--- src/rtl/pslip_grant_arb.sv ---
`default_nettype none
// ============================================================================
// Module   : pslip_grant_arb
// Purpose  : pSLIP output-side grant arbiter; highest priority class wins,
//            round-robin among ties, iterates on rejects up to ITER times.
// Revision : 1.0  initial release
// ============================================================================
module pslip_grant_arb #(
    parameter int N    = 32,
    parameter int P    = 16,
    parameter int ITER = 4
) (
    input  logic                 clk,
    input  logic                 rst_n,
    input  logic                 start,
    input  logic [$clog2(P)-1:0] req_pri [N],
    input  logic                 acc_valid,
    input  logic                 acc,
    output logic [N-1:0]         grant,
    output logic [$clog2(N)-1:0] grant_idx,
    output logic [$clog2(P)-1:0] grant_pri,
    output logic                 grant_valid,
    output logic                 done,
    output logic                 matched,
    output logic [$clog2(N)-1:0] ptr
);

    localparam int IW = $clog2(N);
    localparam int PW = $clog2(P);
    localparam int TW = $clog2(ITER + 1);

    typedef enum logic [1:0] {
        S_IDLE = 2'd0,
        S_ARB  = 2'd1,
        S_WAIT = 2'd2,
        S_DONE = 2'd3
    } state_t;

    state_t         r_state;
    state_t         w_next;
    logic [PW-1:0]  r_snap [N];
    logic [N-1:0]   r_elig;
    logic [TW-1:0]  r_iter;
    logic [N-1:0]   r_grant;
    logic [IW-1:0]  r_grant_idx;
    logic [PW-1:0]  r_grant_pri;
    logic           r_matched;
    logic [IW-1:0]  r_ptr;

    logic [N-1:0]   w_eligible;
    logic           w_any;
    logic [PW-1:0]  w_max;
    logic [IW-1:0]  w_win;
    logic           w_found;

    // Winner search: top eligible class, then first candidate at/after ptr with wrap.
    always_comb begin
        int j;
        j          = 0;
        w_eligible = '0;
        w_max      = '0;
        w_win      = '0;
        w_found    = 1'b0;
        for (int i = 0; i < N; i++) begin
            w_eligible[i] = (r_snap[i] != '0) && r_elig[i];
            if (w_eligible[i] && (r_snap[i] > w_max))
                w_max = r_snap[i];
        end
        w_any = |w_eligible;
        for (int k = 0; k < N; k++) begin
            j = int'(r_ptr) + k;
            if (j >= N)
                j = j - N;
            if (!w_found && w_eligible[j] && (r_snap[j] == w_max)) begin
                w_found = 1'b1;
                w_win   = IW'(j);
            end
        end
    end

    always_ff @(posedge clk or negedge rst_n) begin
        if (!rst_n)
            r_state <= S_IDLE;
        else
            r_state <= w_next;
    end

    always_comb begin
        w_next      = r_state;
        grant_valid = 1'b0;
        done        = 1'b0;
        case (r_state)
            S_IDLE: if (start) w_next = S_ARB;
            S_ARB:  w_next = w_any ? S_WAIT : S_DONE;
            S_WAIT: begin
                grant_valid = 1'b1;
                if (acc_valid) begin
                    if (acc || (r_iter == TW'(ITER)))
                        w_next = S_DONE;
                    else
                        w_next = S_ARB;
                end
            end
            S_DONE: begin
                done   = 1'b1;
                w_next = S_IDLE;
            end
            default: w_next = S_IDLE;
        endcase
    end

    always_ff @(posedge clk or negedge rst_n) begin
        if (!rst_n) begin
            r_elig      <= '1;
            r_iter      <= TW'(1);
            r_grant     <= '0;
            r_grant_idx <= '0;
            r_grant_pri <= '0;
            r_matched   <= 1'b0;
            r_ptr       <= '0;
            for (int i = 0; i < N; i++)
                r_snap[i] <= '0;
        end else begin
            case (r_state)
                S_IDLE: begin
                    if (start) begin
                        for (int i = 0; i < N; i++)
                            r_snap[i] <= req_pri[i];
                        r_elig <= '1;
                        r_iter <= TW'(1);
                    end
                end
                S_ARB: begin
                    if (!w_any) begin
                        r_matched   <= 1'b0;
                        r_grant     <= '0;
                        r_grant_idx <= '0;
                        r_grant_pri <= '0;
                    end else begin
                        r_grant     <= {{(N-1){1'b0}}, 1'b1} << w_win;
                        r_grant_idx <= w_win;
                        r_grant_pri <= w_max;
                    end
                end
                S_WAIT: begin
                    if (acc_valid) begin
                        if (acc) begin
                            r_matched <= 1'b1;
                            // Pointer only advances on a first-iteration accept.
                            if (r_iter == TW'(1))
                                r_ptr <= (r_grant_idx == IW'(N - 1)) ? '0 : r_grant_idx + 1'b1;
                        end else begin
                            r_elig[r_grant_idx] <= 1'b0;
                            if (r_iter == TW'(ITER))
                                r_matched <= 1'b0;
                            else
                                r_iter <= r_iter + 1'b1;
                        end
                    end
                end
                default: ;
            endcase
        end
    end

    assign grant     = r_grant;
    assign grant_idx = r_grant_idx;
    assign grant_pri = r_grant_pri;
    assign matched   = r_matched;
    assign ptr       = r_ptr;

endmodule
`default_nettype wire
--- config.mk ---
export PLATFORM = sky130hd
export DESIGN_NAME = pslip_grant_arb
export DESIGN_NICKNAME = d
export VERILOG_FILES = /design/src/rtl/pslip_grant_arb.sv
export SDC_FILE = /design/constraint.sdc
export NUM_CORES = 1
export LEC_CHECK = 0
export ABC_CLOCK_PERIOD_IN_PS = 54300
export CAP_MARGIN = 20
export CORE_ASPECT_RATIO = 0.8
export CORE_MARGIN = 10
export CORE_UTILIZATION = 55
export DETAILED_ROUTE_END_ITERATION = 16
export PLACE_DENSITY = 0.74
export SETUP_SLACK_MARGIN = 0.3
export SYNTH_ARGS = -nofsm -noshare
export SYNTH_HDL_FRONTEND = slang
export SYNTH_SLANG_ARGS = --single-unit
--- constraint.sdc ---
create_clock -name clk -period 54.3 [get_ports clk]
set_input_delay 10.86 -clock clk [delete_from_list [all_inputs] [get_ports clk]]
set_output_delay 10.86 -clock clk [all_outputs]
set_load 0.03 [all_outputs]
==> results_dict.tcl <==
set metrics [dict create \
    maxUsedRoutingLayer "met5" \
    synth_flop_cell "dfrtp_1" \
    maxCapViolations 0 \
    crit_fanout 14 \
    synthAdderAreaFrac 0.0373 \
    syn_nets 3922 \
    report.final.setup_viol 0 \
    relSlewSlack 0.130 \
    place_congestion 1.07 \
    fmax_mhz 19.3 \
    slew_violations 0 \
    critical_path_class "reg2reg" \
    vias 30500 \
    reg2reg_slack_ps 2590 \
    worst-slew-pin-transition_ps 1290 \
    portBuffers 181 \
    cts.path.max_buffers 3 \
    root_buffer "clkbuf_16" \
    yosys_register_bits 212 \
    crit_top_cell "ha_1" \
    cp.required_ps 54810 \
    seq_area_frac_synth 0.175 \
    wl_per_cell_um 24.4 \
    synth_top_family_by_area "simple AND/OR/NAND/NOR gates" \
    synth_area_sq_um 30600 \
    period_minus_slack_ps 51710 \
    drt_iter0_drc 4223 \
    grt_max_degree 179 \
    wl_met3_um 14300 \
    dp_hpwl_um 83000 \
    die_h_um 231 \
    hold_viol 0 \
    ys_types 169 \
    synth.top_cell.area_share 0.146 \
    outcome "finished, final reports clean" \
    synth.area.mux_share 0.222 \
    met2_length_um 46500 \
    nNetsFinal 4033 \
    grt_overflow 0 \
    die_x_um 284 \
    cp-start-kind "flop" \
    avgSynthCellArea_sq_um 8.27 \
    synth_cells 3701 \
    synth_edf_count 0 \
    hold_class "reg2reg" \
    crit_arrival_ps 52220 \
    fin_crit_sh 0.952 \
    io_pins 182 \
    yosysTopAreaCell "dfrtp_1" \
    cts.sinks 212 \
    area_growth_pct 11.1 \
    tritoncts "built" \
    track_usage 0.316 \
    drc 0 \
    drive_gt1_frac 0.196 \
    start_util 0.554 \
    grt_first_pass_wirelength_um 166000 \
    synthTopCellsByArea "dfrtp_1 15%, mux4_2 11%, nand2_1 9.6%, mux2i_1 6.2%, nor2_1 4.3%" \
    routed_wirelength_um 112000 \
    critPathCaptureType "flop" \
    viasPerCell 6.65 \
    insertion_delay_ps 600 \
    antenna_found_initial 2 \
    synth-xor-area-share 0.0437 \
    synth-compound-area-share 0.207 \
    ys_warn_count 0 \
    rows 77 \
    critPathMaxStageDelay_ps 610 \
    synthArstFlopShare 1.00 \
    first_pass_iters 10 \
    whs_path_depth 2 \
    pre_cts_ws_ps 680 \
    synthSimpleGateAreaFrac 0.237 \
    m1WireLength_um 46600 \
    die-area_sq_um 65600 \
    cts_buffers 25 \
    core_area_sq_um 55200 \
    reg2regPathDepth 257 \
    slowest_stage "or4_4" \
    cts_htree_levels 1 \
    clkTransAtPathRegs_ps 70 \
    grt_pass1_vias 27000 \
    detail-route-antenna-nets 0 \
    fin_ws_ps 2590 \
    skew_ps 17.9 \
]
==> cell usage in the layout, fill, tap and decap left out, types with 70 or more instances in the layout <==
cell / instances
a21oi_1: 147
buf_4: 131
clkdlybuf4s50_1: 180
dfrtp_1: 175
ha_1: 86
inv_1: 122
mux2_2: 70
mux2i_1: 188
mux4_2: 154
nand2_1: 780
nor2_1: 344
o21ai_0: 253
xnor2_1: 100
==> state kept, by name, indices dropped and copies added (netlist names) <==
| register | cells |
|---|---|
| r_snap | 128 |
| grant | 32 |
| r_elig | 32 |
| grant_idx | 5 |
| ptr | 5 |
| grant_pri | 4 |
| r_iter | 3 |
| r_state | 2 |
| matched | 1 |
==> repair_timing <==
item / 4_1_cts / 5_1_grt
hold buffers: 0 / 0
endpoints found under the setup margin: 0 / 41
setup buffers: 0 / 68
resized for setup: 0 / 79
==> worst max-delay path, delay by kind of cell (launching register included) <==
family	cells	cell delay, ps
compound gates	86	18780
fa+ha+maj	32	8780
buf+inv	19	1960
flops	1	590
mux	19	6130
simple gates	101	15230
==> cell type report <==
cell class	count	area [sq um]
Timing Repair Buffer	325	2970
Clock buffer	32	692
Antenna cell	2	5.00
Fill cell	4834	21200
Clock inverter	13	135
Sequential cell	212	5360
Inverter	129	498
Tap cell	750	938
Multi-Input combinational cell	3119	23400
==> routing by layer <==
layer	GRT usage	up-vias
met1	0.447	14600
met3	0.0927	350
met4	0.106	2
met5	0	-
li1	-	13800
met2	0.455	1836
==> final timing paths <==
check	startpoint	end
min in group asynchronous	rst_n	r_snap[1]
max	r_elig[0]	grant[1]
max in group asynchronous	rst_n	ptr[1]
min	r_elig[27]	r_elig[27]
max reg2reg	r_elig[0]	grant[1]
min reg2reg	r_elig[27]	r_elig[27]
==> kinds of logic after synthesis <==
logic type,after synthesis
and+or+nand+nor,1545
buffers and inverters,375
DFF,212
xor gates and xnor gates,151
adders and majority gates,92
AOI/OAI and AO/OA,878
muxes,448
==> metrics by stage <==
step / hold slack [ps] / cells / cell area (sq um) / util / setup TNS, ps
3_3_place_gp: 463 / 4457 / 32100 / 0.582 / 0
5_1_grt: 488 / 4580 / 34000 / 0.616 / -4970
4_1_cts: 478 / 4502 / 33000 / 0.597 / 0
2_1_floorplan: 458 / 3701 / 30600 / - / 0
3_5_place_dp: 470 / 4457 / 32100 / 0.582 / 0
6_report: 476 / 4582 / 34000 / 0.616 / 0
==> Yosys cell counts, types with 43 or more instances <==
| master | count |
|---|---|
| a21oi_1 | 152 |
| and2_1 | 44 |
| clkbuf_1 | 134 |
| dfrtp_1 | 179 |
| ha_1 | 88 |
| inv_1 | 122 |
| mux2_2 | 70 |
| mux2i_1 | 190 |
| mux4_2 | 154 |
| nand2_1 | 781 |
| nand3_1 | 67 |
| nor2_1 | 348 |
| o21ai_0 | 258 |
| xnor2_1 | 106 |
| xor2_1 | 43 |
Power is not shown: default switching activity piles up to over one toggle a cycle in this logic, so the estimate is an artifact.
